**src/rtl/mux_pkg.sv**
```systemverilog
// Shared constants and helpers for the N-way registered operand mux.
// Imported by mux_n_comb and mux_n_pipe.
package mux_pkg;

  localparam int MUX_N_MIN = 2;
  localparam int MUX_N_MAX = 16;

  // Select/tag width for an n-way mux, never narrower than 1 bit.
  function automatic int sel_width(input int n);
    return (n <= 2) ? 1 : $clog2(n);
  endfunction

endpackage

```
**src/rtl/mux_n_comb.sv**
```systemverilog
// Pure combinational N:1 select with out-of-range detection.
// An out-of-range select yields zero data and raises err.
module mux_n_comb
  import mux_pkg::*;
#(
  parameter int WIDTH = 32,
  parameter int N = 4,
  localparam int SEL_W = sel_width(N)
) (
  input  logic [N*WIDTH-1:0] in_data,
  input  logic [SEL_W-1:0]   sel,
  output logic [WIDTH-1:0]   data,
  output logic               err
);

  // Scan all channels; a miss leaves zero data and err set.
  always_comb begin
    data = '0;
    err  = 1'b1;
    for (int i = 0; i < N; i++) begin
      if (sel == SEL_W'(i)) begin
        data = in_data[i*WIDTH +: WIDTH];
        err  = 1'b0;
      end
    end
  end

endmodule

```
**src/rtl/mux_n_pipe.sv**
```systemverilog
// N-way operand mux with a registered valid/ready output stage.
// A 2-entry main/skid buffer absorbs one beat during a stall.
module mux_n_pipe
  import mux_pkg::*;
#(
  parameter int WIDTH = 32,
  parameter int N = 4,
  localparam int SEL_W = sel_width(N)
) (
  input  logic               clk,
  input  logic               rst_n,
  input  logic [N*WIDTH-1:0] in_data,
  input  logic [SEL_W-1:0]   sel,
  input  logic               in_valid,
  output logic               in_ready,
  input  logic               flush,
  output logic [WIDTH-1:0]   out_data,
  output logic [SEL_W-1:0]   out_ch,
  output logic               sel_err,
  output logic               out_valid,
  input  logic               out_ready
);

  if (N < MUX_N_MIN || N > MUX_N_MAX) begin : g_n_chk
    $error("mux_n_pipe: N must be in 2..16");
  end

  typedef struct packed {
    logic [WIDTH-1:0] data;
    logic [SEL_W-1:0] ch;
    logic             err;
  } beat_t;

  typedef enum logic [1:0] {
    EMPTY,
    ONE,
    FULL
  } state_t;

  logic [WIDTH-1:0] sel_data;
  logic             sel_bad;
  beat_t            in_beat;
  beat_t            main_q, main_d;
  beat_t            skid_q, skid_d;
  logic             main_v, main_v_d;
  logic             skid_v, skid_v_d;
  logic             ready_d;
  logic             acc, xfer;
  state_t           state;

  mux_n_comb #(
    .WIDTH(WIDTH),
    .N(N)
  ) u_sel (
    .in_data(in_data),
    .sel(sel),
    .data(sel_data),
    .err(sel_bad)
  );

  assign in_beat = '{data: sel_data, ch: sel, err: sel_bad};
  assign acc     = in_valid & in_ready;
  assign xfer    = main_v & out_ready;

  // Occupancy state follows directly from the two valid bits.
  always_comb begin
    state = EMPTY;
    if (skid_v)      state = FULL;
    else if (main_v) state = ONE;
  end

  // Next buffer contents; flush wins over any accept or transfer.
  always_comb begin
    main_d   = main_q;
    skid_d   = skid_q;
    main_v_d = main_v;
    skid_v_d = skid_v;
    if (flush) begin
      main_v_d = 1'b0;
      skid_v_d = 1'b0;
    end else begin
      unique case (state)
        EMPTY: begin
          if (acc) begin
            main_d   = in_beat;
            main_v_d = 1'b1;
          end
        end
        ONE: begin
          if (acc && xfer) begin
            main_d = in_beat;
          end else if (acc) begin
            skid_d   = in_beat;
            skid_v_d = 1'b1;
          end else if (xfer) begin
            main_v_d = 1'b0;
          end
        end
        FULL: begin
          if (xfer) begin
            main_d   = skid_q;
            skid_v_d = 1'b0;
          end
        end
        default: begin
          main_v_d = 1'b0;
          skid_v_d = 1'b0;
        end
      endcase
    end
    ready_d = ~skid_v_d;
  end

  // Buffer registers; reset discards everything at once.
  always_ff @(posedge clk or negedge rst_n) begin
    if (!rst_n) begin
      main_q   <= '0;
      skid_q   <= '0;
      main_v   <= 1'b0;
      skid_v   <= 1'b0;
      in_ready <= 1'b0;
    end else begin
      main_q   <= main_d;
      skid_q   <= skid_d;
      main_v   <= main_v_d;
      skid_v   <= skid_v_d;
      in_ready <= ready_d;
    end
  end

  assign out_data  = main_q.data;
  assign out_ch    = main_q.ch;
  assign sel_err   = main_q.err;
  assign out_valid = main_v;

endmodule

```
**config.mk**
```make
export PLATFORM = sky130hd
export DESIGN_NAME = mux_n_pipe
export DESIGN_NICKNAME = d
export VERILOG_FILES = /design/src/rtl/mux_pkg.sv /design/src/rtl/mux_n_comb.sv /design/src/rtl/mux_n_pipe.sv
export SDC_FILE = /design/constraint.sdc
export NUM_CORES = 1
export LEC_CHECK = 0
export ABC_CLOCK_PERIOD_IN_PS = 2100
export CAP_MARGIN = 20
export CORE_UTILIZATION = 48
export CTS_CLUSTER_SIZE = 40
export DETAILED_ROUTE_END_ITERATION = 6
export PLACE_DENSITY = 0.92
export SETUP_SLACK_MARGIN = 0.1
export SYNTH_ARGS = -nofsm -noshare
export SYNTH_HDL_FRONTEND = slang
export SYNTH_SLANG_ARGS = --single-unit
```
**constraint.sdc**
```tcl
create_clock -name clk -period 2.1 [get_ports clk]
set_input_delay 0.21 -clock clk [delete_from_list [all_inputs] [get_ports clk]]
set_output_delay 0.21 -clock clk [all_outputs]
set_load 0.02 [all_outputs]
```
**Word-level counts from Yosys, hierarchy flattened**

Index checks and enable logic that the tools add are counted.

- Flip-flop bits (word level): 73
- Bits of input ports: 135
- Output and inout port bits: 37
- Word-level logic and storage cells: 59

- Equal/unequal tests: 13
- Mux-type cells: 25
- Bitwise logic cells: 5
- Reduce and logical (&&, ||, !) cells: 7

Operators with widths:

| cell | count |
|---|---|
| 32-bit two-way mux | 4 |
| 35-bit two-way mux | 3 |
| 35-bit one-hot mux with 3 select lines | 1 |
| 1-bit two-way mux | 14 |
| 3-bit != test, second input constant | 4 |
| 5-bit AND reduction | 2 |
| 2-bit != test, second input constant | 4 |
| 2-bit equality test, second input constant | 3 |
| 1-bit one-hot mux with 3 select lines | 2 |
| 2-bit by 1-bit equality test with 1-bit output, second input constant | 2 |
| 2-bit logical NOT | 2 |
| 4-bit AND reduction | 1 |
| 1-bit inverter | 3 |
| 3-bit nonzero test | 1 |
| 1-bit AND | 2 |
| 2-bit two-way mux | 1 |
| 1-bit logical AND | 1 |

**Logic depth before layout (Yosys ltp)**

- Word-level depth: 7
- Gate-level depth with buffers: 6
- Mapped depth without buffers: 3

**Cells and area by module**

Synthesis repeated with hierarchy kept, for this count alone.

- Cells, all modules: 242
- Area total of the unflattened synthesis: 3,995.1 um2

Modules (own cells, without submodules):

| module | times used | cells an instance | area an instance (um2) |
|---|---|---|---|
| mux_n_pipe | 1 | 201 | 3,169.3 |
| mux_n_comb | 1 | 41 | 825.8 |

**Worst setup path after synthesis**

OpenSTA, ideal clock, no wires.

- Path kind: register to register
- Start: register main_v, in the netlist out_valid
- End: register main_q (netlist bit out_data[12])
- Library setup time: 0.126 ns
- Arrival: 1.352 ns
- Setup slack: 0.622 ns
- Cell stages (with the launch flop): 6
- Buffers on the path: 2
- Cells stage by stage: dfrtp_1 and2_1 o211a_1 buf_2 buf_2 o32a_1

- Word-level cells in the longest chain between the ends: 5
- Elaborated cells between the ends (all ways): 13
- Classes of those cells: 5 x eq/ne; 3 x mux; 1 x bitwise; 4 x reduce/logical

Ends and longest elaborated chain:

| what | line | RTL |
|---|---|---|
| from (decl) | mux_n_pipe.sv:45 | `logic main_v, main_v_d;` |
| from (signal assigned) | mux_n_pipe.sv:125 | `main_v <= main_v_d;` |
| 1-bit two-way mux | mux_n_pipe.sv:69 | `else if (main_v) state = ONE;` |
| 2-bit two-way mux | mux_n_pipe.sv:68 | `if (skid_v) state = FULL;` |
| 2-bit by 1-bit equality test with 1-bit output (tied with other cells) | mux_n_pipe.sv:82 | `unique case (state)` |
| 2-bit != test (no line) or 3-bit nonzero test (tied branches) | - |  |
| 5-bit AND reduction (no line) | - |  |
| to (signal assigned) | mux_n_pipe.sv:123 | `main_q <= main_d;` |
| to (decl) | mux_n_pipe.sv:43 | `beat_t main_q, main_d;` |

Parallel ways exist; a longest one is shown, timed or not.
A chain may end at the register's enable or synchronous reset.

**Final worst setup path**

- Start: register skid_v
- End: register main_q (netlist bit out_data[5])

- Word-level cells in the longest chain between the ends: 4
- Elaborated cells between the ends (all ways): 10
- Classes of those cells: 5 x eq/ne; 2 x mux; 3 x reduce/logical

Ends and longest elaborated chain:

| what | line | RTL |
|---|---|---|
| from (decl) | mux_n_pipe.sv:46 | `logic skid_v, skid_v_d;` |
| from (signal assigned) | mux_n_pipe.sv:126 | `skid_v <= skid_v_d;` |
| 2-bit two-way mux (*) | mux_n_pipe.sv:68 |  |
| 2-bit by 1-bit equality test with 1-bit output (tied with other cells) | mux_n_pipe.sv:82 |  |
| 2-bit != test (no line) or 3-bit nonzero test (tied branches) | - |  |
| 5-bit AND reduction (no line) | - |  |

Every way passes the cells marked *; elsewhere a longest branch is shown, timed or not.

==> reports/qor.yml <==
status:
  outcome: "complete, no violations"
floorplanning:
  die_area_um2: 9650
  rows: 34
  initial_core_util: 0.5024
  fp.coreArea_um2: 8848
  fp.dieW_um: 98.24
  die_y_um: 98.24
  pin_count: 172
grt:
  grt_pass1_vias: 4071
  grt_usage: 0.2611
  antenna_found_initial: 1
  grt_pass1_wl_um: 19990
  grt_max_degree: 41
  overflow: 0
cells_and_area:
  drive_above_1_share: 0.07951
  fin_util: 0.7220
  fin_cells: 674
  area_growth_pct: 43.71
  stdcell_area_um2: 6389
  antennaDiodeCount: 0
  fill_cells: 642
  nets: 696
synth:
  synth-simple-area-share: 0.01914
  yosysMostFrequentCell: "mux2i_1"
  synth.net_count: 531
  synth.distinct_cells: 26
  synth-main-ff-cell: "dfrtp_1"
  async_reset_ff_frac: 1.000
  netlist_area_um2: 4446
  synth_fa_ha_area_frac: 0
  synthTopCellsByArea: "dfrtp_1 41%, mux2i_1 22%, mux2_1 8.6%"
  ys.warnings.count: 0
  yosys.area_share.xor_xnor: 0
  synth.top_cell.area_share: 0.4109
  synth_top_cell_by_area: "dfrtp_1"
  syn_area_per_cell_um2: 11.23
  syn_inst: 396
  synth_common_cells: "97 x mux2i_1, 73 x dfrtp_1, 35 x inv_1"
  ys_seq_area_frac: 0.4109
  synthMuxAreaShare: 0.3121
  synth_top_family_by_area: "multiplexers"
  ys_ff_latch: 73
  synth-edff-count: 0
  synth_compound_area_frac: 0.1616
placed_design:
  hpwlAfterDp_um: 9015
  dp.cells: 657
  io_buffers: 171
  routabilityCongestion: 0.8026
  placed_area_um2: 6186
timing:
  max_clock_freq_mhz: 573.1
  finClkSkew_ns: 0.005588
  grt_setup_unrepaired: "no"
  final.period_utilization: 0.8308
  hold_slack_ns: 0.3609
  final-setup-viol-count: 0
  hold_viol: 0
  setup-tns-final_ns: 0
  min_period_ns: 1.745
  tightest_slew_ns: 0.4554
  finalMaxSlewViolations: 0
  slew_headroom: 0.6964
routing:
  drc: 0
  totalWireLength_um: 12350
  ant_nets: 0
  drt_iter0_markers: 226
  viasPerCell: 5.764
  vias: 3885
  drt-wirelength-per-cell_um: 18.32
  drtPass1Iterations: 7
worst_setup_path:
  reg2reg_to: "out_data[5]"
  timing.rr.start: "skid_v"
  cp-start-kind: "register"
  worstPathArrival_ns: 1.96
  r2r_setup_slack_ns: 0.36
  cp-end-kind: "register"
  required_ns: 2.31
  crit_path_start: "skid_v"
  worstSetupPathType: "register to register"
  reg2regPathDepth: 4
  path_max_fanout: 10
pwr:
  p_comb_frac: 0.383
  power_density_nw_per_um2: 776.1
  internal_power_mw: 3.351
  clkPwrFrac: 0.212
  seq_power_share: 0.405
  cellLeakagePower_nw: 2.981
  netSwitchingFraction: 0.3241
  switching_power_mw: 1.607
  ir_worst_vdd_v: 0.0004070
hold_path:
  hold_class: "input pin to async pin"
clock_network:
  cts_resized: 0
  cts_htree_levels: 3
  path_clk_slew_ns: 0.07
  clock-root-buffer: "clkbuf_8"
  clkSinkCount: 73
  cts_buffers: 9
  post_cts_buffers: 0
  cts.path.max_buffers: 2
  cts_tree: "done"
  insertion_delay_ns: 0.34
job:
  cap_viol_max_count: 0
power by group through the flow:
| stage | Sequential (mW) | Combinational (mW) | Clock, mW |
|---|---|---|---|
| 2_1_floorplan | 2.22 | 0.793 | 0 |
| 3_3_place_gp | 2.01 | 1.81 | 0 |
| 3_5_place_dp | 2.03 | 1.89 | 0 |
| 5_1_grt | 2.05 | 2.04 | 1.12 |
| 4_1_cts | 2.01 | 1.90 | 1.06 |
| 6_report | 2.01 | 1.90 | 1.05 |
how the worst max path moves through the flow:
stage	to	depth (start not counted)
floorplan	out_data[12]	5
global placement	skid_q[8]	5
detailed placement	out_data[23]	5
CTS	out_data[9]	4
global route	out_data[5]	4
finish	out_data[5]	4
cell type report:
type	instances	area, um2	share of cell area
clock inverter	2	10.01	0.001567
inverter	35	131.4	0.02056
multi-input combinational	249	2196	0.3437
timing repair buffer	193	1907	0.2985
clock buffer	14	182.7	0.02859
sequential	73	1827	0.2859
tap	108	135.1	0.02115
placed cells by master (no fill, tap or decap), drive strengths merged, types with 3 or more instances in the layout:
| cell type | synthesis | final |
|---|---|---|
| mux2i | 97 | 97 |
| dfrtp | 73 | 73 |
| buf | 34 | 24 |
| inv | 35 | 35 |
| mux2 | 37 | 37 |
| clkbuf | 5 | 14 |
| o22ai | 32 | 32 |
| a21oi | 33 | 33 |
| o32a | 32 | 32 |
| clkdlybuf4s50 | 0 | 168 |
| nand2 | 3 | 3 |
flip-flops by register name (all words and copies together), names as in the netlist:
register / count
out_data: 32
sel_err: 1
out_ch: 2
out_valid: 1
in_ready: 1
skid_q: 35
skid_v: 1
routing by layer:
| metal | GRT usage | share of wire |
|---|---|---|
| met1 | 0.3140 | 0.41 |
| met2 | 0.4680 | 0.50 |
| met3 | 0.05798 | 0.069 |
| met4 | 0.07577 | 0.016 |
| met5 | 0 | 0 |
repair_timing:
| action | 4_1_cts | 5_1_grt |
|---|---|---|
| endpoints found under the setup margin | 0 | 0 |
| hold endpoints to repair | 33 | 0 |
| hold buffers | 1 | 0 |
worst max-delay path, cell delays in order, from the launching register on:
cell,delay [ns]
dfrtp_1,0.53
or2_1,0.43
buf_4,0.27
o22ai_1,0.09
o32a_1,0.30
through the flow:
step	worst slack (ns)	power, mW
floorplan	0.6220	3.013
global route	0.2425	5.209
CTS	0.3858	4.966
global placement	0.3822	3.820
finish	0.3552	4.958
detailed placement	0.3033	3.913
kinds of logic after synthesis:
kind of cell / count (synthesis)
multiplexers: 134
AO/OA/AOI/OAI: 101
buffers and inverters: 74
flip-flops: 73
AND/OR/NAND/NOR: 14
(Power assumes the default switching activity.)
